--- src/rtl/nlfsr_pkg.sv ---
// Shared definitions for the NLFSR period engine: FSM state encoding and
// default widths.
package nlfsr_pkg;

    localparam int unsigned NLFSR_SIZE_DEF  = 32;
    localparam int unsigned NLFSR_CNT_W_DEF = 40;

    typedef enum logic [1:0] {
        ST_IDLE = 2'd0,
        ST_RUN  = 2'd1,
        ST_DONE = 2'd2
    } state_t;

endpackage

--- src/rtl/nlfsr_period_cnt.sv ---
// Shift counter for a period run. Holds the shifts taken so far and the run
// limit captured at start; flags the shift that reaches the limit. A zero
// limit disables the compare and the count simply wraps.
module nlfsr_period_cnt #(
    parameter int CNT_W = 40
) (
    input  logic             clk,
    input  logic             res,
    input  logic             clear,
    input  logic             advance,
    input  logic [CNT_W-1:0] limit_in,
    output logic [CNT_W-1:0] count,
    output logic [CNT_W-1:0] count_next,
    output logic [CNT_W-1:0] limit,
    output logic             hit
);

    // Count register and captured limit.
    always_ff @(posedge clk) begin
        if (!res) begin
            count <= '0;
            limit <= '0;
        end else if (clear) begin
            count <= '0;
            limit <= limit_in;
        end else if (advance) begin
            count <= count_next;
        end
    end

    assign count_next = count + 1'b1;

    // Limit reached on the shift currently being taken.
    assign hit = (limit != '0) && (count_next == limit);

endmodule

--- src/rtl/nlfsr_period_engine.sv ---
// Drives an external tap/XOR stage with the NLFSR state and measures how many
// shifts it takes to return to the seed, stopping early on an all-zero state
// or on the run limit.
//
//   state   | meaning
//   --------+------------------------------------------------------------
//   IDLE    | seeded or reset, waiting for start
//   RUN     | shifting one bit per cycle, tap stage enabled
//   DONE    | run finished; register, period and flags held for readout
module nlfsr_period_engine
    import nlfsr_pkg::*;
#(
    parameter int SIZE  = NLFSR_SIZE_DEF,
    parameter int CNT_W = NLFSR_CNT_W_DEF
) (
    input  logic             clk,
    input  logic             res,
    input  logic             seed_load,
    input  logic [SIZE-1:0]  seed,
    input  logic             start,
    input  logic [CNT_W-1:0] max_cycles,
    input  logic             feedback,
    output logic [SIZE-1:0]  register,
    output logic             tap_en,
    output logic             out_bit,
    output logic             busy,
    output logic             done,
    output logic [CNT_W-1:0] period,
    output logic             full_period,
    output logic             timeout,
    output logic             zero_lock
);

    if (SIZE < 4) begin : g_size_chk
        $error("nlfsr_period_engine: SIZE must be at least 4");
    end
    if (CNT_W <= SIZE) begin : g_cnt_chk
        $error("nlfsr_period_engine: CNT_W must exceed SIZE");
    end

    // 2^SIZE-1 expressed at counter width; CNT_W > SIZE so it always fits.
    localparam logic [CNT_W-1:0] FULL_CNT = {{(CNT_W-SIZE){1'b0}}, {SIZE{1'b1}}};

    state_t           state;
    state_t           state_next;
    logic [SIZE-1:0]  seed_reg;
    logic [SIZE-1:0]  shift_next;

    logic             do_load;
    logic             do_start;
    logic             do_zero_start;
    logic             do_shift;
    logic             end_match;
    logic             end_zero;
    logic             end_limit;

    logic [CNT_W-1:0] cnt;
    logic [CNT_W-1:0] cnt_next;
    logic [CNT_W-1:0] limit;
    logic             limit_hit;

    // Feedback arrives combinationally from the tap stage for the current
    // register value, so the next state is formed in the same cycle.
    assign shift_next = {register[SIZE-2:0], feedback};

    nlfsr_period_cnt #(
        .CNT_W (CNT_W)
    ) u_cnt (
        .clk        (clk),
        .res        (res),
        .clear      (do_start),
        .advance    (do_shift),
        .limit_in   (max_cycles),
        .count      (cnt),
        .count_next (cnt_next),
        .limit      (limit),
        .hit        (limit_hit)
    );

    // State register.
    always_ff @(posedge clk) begin
        if (!res) begin
            state <= ST_IDLE;
        end else begin
            state <= state_next;
        end
    end

    // Next-state decode and datapath strobes; termination checks look at the
    // state about to be shifted in, with return-to-seed taking priority.
    always_comb begin
        state_next    = state;
        do_load       = 1'b0;
        do_start      = 1'b0;
        do_zero_start = 1'b0;
        do_shift      = 1'b0;
        end_match     = 1'b0;
        end_zero      = 1'b0;
        end_limit     = 1'b0;
        case (state)
            ST_IDLE, ST_DONE: begin
                if (seed_load) begin
                    do_load    = 1'b1;
                    state_next = ST_IDLE;
                end else if (start) begin
                    if (register != '0) begin
                        do_start   = 1'b1;
                        state_next = ST_RUN;
                    end else begin
                        do_zero_start = 1'b1;
                        state_next    = ST_DONE;
                    end
                end
            end
            ST_RUN: begin
                do_shift = 1'b1;
                if (shift_next == seed_reg) begin
                    end_match  = 1'b1;
                    state_next = ST_DONE;
                end else if (shift_next == '0) begin
                    end_zero   = 1'b1;
                    state_next = ST_DONE;
                end else if (limit_hit) begin
                    end_limit  = 1'b1;
                    state_next = ST_DONE;
                end
            end
            default: state_next = ST_IDLE;
        endcase
    end

    // NLFSR state, seed copy, measured period and result flags.
    always_ff @(posedge clk) begin
        if (!res) begin
            register    <= '0;
            seed_reg    <= '0;
            period      <= '0;
            full_period <= 1'b0;
            timeout     <= 1'b0;
            zero_lock   <= 1'b0;
        end else begin
            if (do_load) begin
                register    <= seed;
                seed_reg    <= seed;
                period      <= '0;
                full_period <= 1'b0;
                timeout     <= 1'b0;
                zero_lock   <= 1'b0;
            end
            if (do_start) begin
                full_period <= 1'b0;
                timeout     <= 1'b0;
                zero_lock   <= 1'b0;
            end
            if (do_zero_start) begin
                period      <= '0;
                full_period <= 1'b0;
                timeout     <= 1'b0;
                zero_lock   <= 1'b1;
            end
            if (do_shift) begin
                register <= shift_next;
            end
            if (end_match) begin
                period      <= cnt_next;
                full_period <= (cnt_next == FULL_CNT);
            end
            if (end_zero) begin
                period    <= cnt_next;
                zero_lock <= 1'b1;
            end
            if (end_limit) begin
                period  <= limit;
                timeout <= 1'b1;
            end
        end
    end

    assign busy    = (state == ST_RUN);
    assign tap_en  = busy;
    assign done    = (state == ST_DONE);
    assign out_bit = register[SIZE-1];

endmodule

--- config.mk ---
export PLATFORM = sky130hd
export DESIGN_NAME = nlfsr_period_engine
export DESIGN_NICKNAME = d
export VERILOG_FILES = /design/src/rtl/nlfsr_pkg.sv /design/src/rtl/nlfsr_period_cnt.sv /design/src/rtl/nlfsr_period_engine.sv
export SDC_FILE = /design/constraint.sdc
export NUM_CORES = 1
export LEC_CHECK = 0
export ABC_AREA = 1
export CORE_ASPECT_RATIO = 1.75
export CORE_UTILIZATION = 46
export DETAILED_ROUTE_END_ITERATION = 12
export GPL_ROUTABILITY_DRIVEN = 0
export PLACE_DENSITY = 0.73
export SLEW_MARGIN = 10
export SYNTH_ARGS = -nofsm -noshare
export SYNTH_HDL_FRONTEND = slang
export SYNTH_SLANG_ARGS = --single-unit
--- constraint.sdc ---
create_clock -name clk -period 2.6 [get_ports clk]
set_input_delay 0.39 -clock clk [delete_from_list [all_inputs] [get_ports clk]]
set_output_delay 0.39 -clock clk [all_outputs]
set_load 0.005 [all_outputs]
Yosys cells after proc, flatten, opt, wreduce, memory -nomap -nowiden. Index checks and enable logic that the tools add are counted.

Muxes and demuxes: 41. Eq/ne operators: 7. Bitwise operators: 1. Reduce and logical (&&, ||, !) cells: 13. Add/subtract/negate cells: 1.

Operators by type and width (count): $mux W40 (5); $mux W32 (2); $add A40 B1 Y40 const B (1); $eq A40 B32 Y1 const B (1); $eq A40 B40 Y1 (1); $reduce_bool A40 Y1 (1); $eq A32 B32 Y1 (1); $logic_not A32 Y1 (1); $reduce_bool A32 Y1 (1); $mux W1 (27); $mux W2 (6); $reduce_bool A4 Y1 (3); $reduce_bool A5 Y1 (1); $ne A4 B1 Y1 const B (1); $pmux W2 S2 (1); $reduce_or A2 Y1 (2); $ne A3 B3 Y1 const B (1); $eq A2 B1 Y1 const B (1); $eq A2 B2 Y1 const B (1); $logic_not A2 Y1 (1); $reduce_and A2 Y1 (1); $reduce_bool A2 Y1 (1); $logic_and A1 B1 Y1 (1); $not A1 Y1 (1).

Output and inout port bits: 79. Flip-flop bits (word level): 189. Bits of input ports: 77. Logic and storage cells: 72.

Logic depth before layout (Yosys ltp).
Depth after elaboration: 9. Mapped depth: 21. Gate-level depth less buffers: 20.

Cells and area by module. Synthesis repeated with hierarchy kept, for this count alone.

Cells, all modules: 1900. Area, all modules: 11355.9 um2.

Modules (own cells, without submodules): nlfsr_period_engine (seq. area each 2182.1 um2, area an instance 6312.3 um2, times used 1, cells each 1059); nlfsr_period_cnt (seq. area each 1601.5 um2, area an instance 5043.6 um2, times used 1, cells each 841).

Worst setup path after synthesis. No wires, ideal clock.

Kind: reg2reg. From: reg u_cnt.count[0]. To: reg period[11]. Data required time: 2.472 ns. Cell stages (with the launch flop): 20. Library setup time: 0.128 ns. Setup slack: 0.220 ns. Data arrival time: 2.253 ns. Clock period less this slack: 2.380 ns. Path buffers: 1. Cells stage by stage: dfxtp_1 > ha_1 > inv_1 > nor2_1 > nand2_2 > nor2_4 > nand2_1 > nand3b_1 > nand2_1 > nor2_1 > nand2_1 > nor2_1 > nand2_1 > nor2_1 > nand3_1 > nand2_2 > buf_6 > nor2_1 > nor2_1 > nor2_1.

Longest elaborated chain between the ends: 8. Elaborated cells on any way between the ends: 11. Those cells by class: 1 x add/sub; 1 x eq/ne; 7 x mux; 2 x reduce/logical.

Ends and longest elaborated chain: from (decl) (line nlfsr_period_cnt.sv:12) `output logic [CNT_W-1:0] count,`; from (signal assigned) (line nlfsr_period_cnt.sv:27) `count <= count_next;`; $add A40 B1 Y40 (*) (line nlfsr_period_cnt.sv:31) `assign count_next = count + 1'b1;`; $eq A40 B40 Y1 (line nlfsr_period_cnt.sv:34) `assign hit = (limit != '0) && (count_next == limit);`; $logic_and A1 B1 Y1 (line nlfsr_period_cnt.sv:34); $mux W1 (line nlfsr_period_engine.sv:123) `end else if (limit_hit) begin`; $mux W1 (line nlfsr_period_engine.sv:120) `end else if (shift_next == '0) begin`; $mux W1 (line nlfsr_period_engine.sv:117) `if (shift_next == seed_reg) begin`; $mux W1 (line nlfsr_period_engine.sv:100) `case (state)`; $reduce_bool A5 Y1 (no source line) or $mux W40 (tied branches); to (signal assigned) (line nlfsr_period_engine.sv:165) `period <= cnt_next;`; to (signal assigned) (line nlfsr_period_engine.sv:169) `period <= cnt_next;`; to (signal assigned) (line nlfsr_period_engine.sv:173) `period <= limit;`; to (decl) (line nlfsr_period_engine.sv:28) `output logic [CNT_W-1:0] period,`.

Mark *: on every way between the ends. The rest lies on a longest branch, timed or not. A chain may end at the register's enable or synchronous reset.

Worst setup path after layout.
From: reg u_cnt.count[1]. To: reg period[15].

Same word-level chain as after synthesis.

==> out/results.txt <==
Root Buffer: clkbuf_16
r2r setup slk: -0.36 ns
IO Pins: 156
post-synthesis sequential area ratio: 34.98%
Detail Route Antenna Nets: 0
Max IR drop VDD: 0.4890 mV
H-tree Lvls: 4
most frequent CP cell: nor2_1
Yosys reg bits: 189
n_diodes: 0
highest-count cells in the layout ignoring fill and taps: nand2_1, nor2_1, buf_4, dfxtp_1
Die Y: 204.8 µm
placed inst area: 13990 µm²
Via Count: 13.48k
RSZ-0062 raised after global routing: yes
GRT overflow: 0
max-slew violations: 0
area of the multi-input gates: 6533 µm²
Max Buffers Root-to-Sink: 2
CTS Buf Count: 17
M1 WL: 14790 µm
Period minus WS final: 2.961 ns
final worst setup slack: -0.3612 ns
failing checks: negative setup slack
first-pass GRT wire length: 72240 µm
Slowest-stage cell, CP: dfxtp_4
r2r endpoint: period[15]
Post-Syn Instances: 1741
Mapped Nets: 1821
slowest stage delay, CP: 0.42 ns
Worst Hold Margin: 0.4810 ns
CP Class: flop to flop
Pleak: 6.439 nW
status: complete, but fails checks
initial antenna violation count: 0
pin count of the biggest net entering global routing: 87
Worst Min Path Start: seed_reg[3]
fraction of registers with async set/reset: 0%
crit path cell chain: ha_4 > inv_4 > nor2_4 > nand2_4 > nor2_4 > nand4_1 > nand3_1 > nand2_1 > nor2_1 > nand3_1 > nor2_2 > nand3_2 > nand2_4 > buf_12 > buf_16 > nor2_1 > nor2_1 > nor2_1
YS warnings: 0
Worst setup SP type: flop
max capacitance violation total: 0
post-placement cell count: 2317
final count of hold timing violations: 0
Worst Reg-to-Reg Cells: 18
Worst slew margin: 47.16%
share of layout cells above drive strength 1: 20.24%
total power divided by cell area: 462.4 nW/µm²
Worst-Skew Late Latency: 0.46 ns
die width: 117.9 µm
WP data required: 2.94 ns
slew at the pin closest to its max-slew limit: 0.7853 ns
WHS Path Cells: 2
fin crit share: 113.9%
worst hold path type: flop to flop
Regs by FF count: period x40, u_cnt.count x40, u_cnt.limit x40
final instance area: 15430 µm²
Std-Cell Rows: 73
Max FO, Critical Path: 8
Hold EP: seed_reg[3]
CP arrival: 3.30 ns
commonest non-fill, non-tap cell in the layout: nand2_1
synthesized area per cell: 6.212 µm²
vias in the first global route: 13.36k
drt initial violations: 1270
final setup violation count: 41
clock-pin slew on the worst setup and hold paths: 0.07 ns
Final Skew: 0.01130 ns
Reg area: 3830 µm²
Synth area leaders: dfxtp_1, nand2_1, nor2_1
Final Instance Count excl. Fillers: 2380
worst r2r src: u_cnt.count[1]
Synth cell types: 37
Post-synth EDFFs: 0
total clock sinks: 189
residual DRC count: 0
fill cell count: 1989
Fmax achieved: 0.3377 GHz
final net count: 2147
IO Port Bufs: 155
met3 wire length: 3734 µm
Pre-antenna DRT Iters: 6
starting density of the core: 47.18%
top cell type by total area after synthesis: dfxtp_1
Synth-to-Final Area Change: 42.64%
CTS Hold Bufs: 0
Pwr Total: 0.007133 W
core area: 22930 µm²
Synth top area share: 34.98%
max layer used: met4
Setup crit end kind: flop
met2 WL post-DR: 23390 µm
Vias/cell: 5.665
ys flop type: dfxtp_1
Place WS: -0.2599 ns
All-Layer GR Usage: 39.85%
mapped cell area: 10820 µm²
die area: 24150 µm²
placed wire-length estimate: 33430 µm
CTS tree: built
DRT Wirelength: 47140 µm
DR WL/cell: 19.81 µm
[report_power, final]
part	internal [W]	total, W	switching [W]
Clock	0.00136	0.00266	0.00130
Combinational	0.000560	0.00131	0.000754
Sequential	0.00301	0.00316	0.000156
Total	0.00492	0.00713	0.00221
[critical path, delay by kind of cell (launching register included)]
kind	cells	cell delay, ns
DFF	1	0.42
and+or+nand+nor	14	1.96
buffers and inverters	3	0.29
adders and majority gates	1	0.17
[through the flow]
step	util, %	TNS [ns]
floorplan	-	0
global placement	61.01	-6.518
detailed placement	61.01	-9.468
CTS	66.31	-1.430
global route	67.29	-15.44
finish	67.29	-12.02
[cell families (layout without fill, tap and decap cells)]
| kind of cell | after synthesis | count (layout) | synth area share [%] |
|---|---|---|---|
| AND/OR/NAND/NOR | 1084 | 1084 | 43.17 |
| buffers and inverters | 236 | 575 | 8.873 |
| AO/OA/AOI/OAI | 190 | 190 | 9.394 |
| flip-flops | 189 | 189 | 34.98 |
| XOR/XNOR | 39 | 39 | 3.228 |
| adder cells (fa/ha/maj) | 3 | 3 | 0.3471 |
[synth_stat cells (2+ instances only)]
cell,count
inv_1,157
buf_6,8
nor2_4,7
nor4_1,14
or2_2,4
clkbuf_1,58
nand3b_1,12
a21oi_1,102
buf_4,2
nand4_1,87
nor3_1,10
dfxtp_1,189
buf_2,5
xnor2_1,29
nand3_1,104
xor2_1,9
nand2_1,531
nand2_2,7
or2_1,3
o21bai_1,4
o21a_1,3
nor2_1,284
a31oi_1,32
ha_1,3
o21ai_0,46
inv_2,5
and2_1,7
nor2_2,10
[area by class of cell]
type | instances | area share (%)
Tap cell | 300 | 2.433
Clock buffer | 17 | 2.758
Timing Repair Buffer | 381 | 22.66
Sequential cell | 189 | 24.83
Clock inverter | 15 | 0.9976
Inverter | 162 | 3.982
Multi-Input combinational cell | 1316 | 42.34
[routing by layer]
metal,vias to the layer above,track usage (%)
li1,6273,-
met1,6152,37.20
met2,776,70.32
met3,281,10.22
met4,0,38.00
met5,-,0
[worst max-delay path by stage]
stage,from,end,slack [ns],cells past startpoint
3_5_place_dp,u_cnt.count[0],period[35],-0.26,18
4_1_cts,u_cnt.count[1],period[9],-0.07,18
2_1_floorplan,u_cnt.count[0],period[11],0.22,19
3_3_place_gp,u_cnt.count[0],period[13],-0.18,20
6_report,u_cnt.count[1],period[15],-0.36,18
5_1_grt,u_cnt.count[1],period[15],-0.44,18
[timing repair]
item,4_1_cts,5_1_grt
pin swaps,45,32
endpoints found under the setup margin,41,44
gates cloned,4,0
buffers inserted,17,11
resized for setup,125,44
No activity file was read; power rests on OpenSTA's default activity.
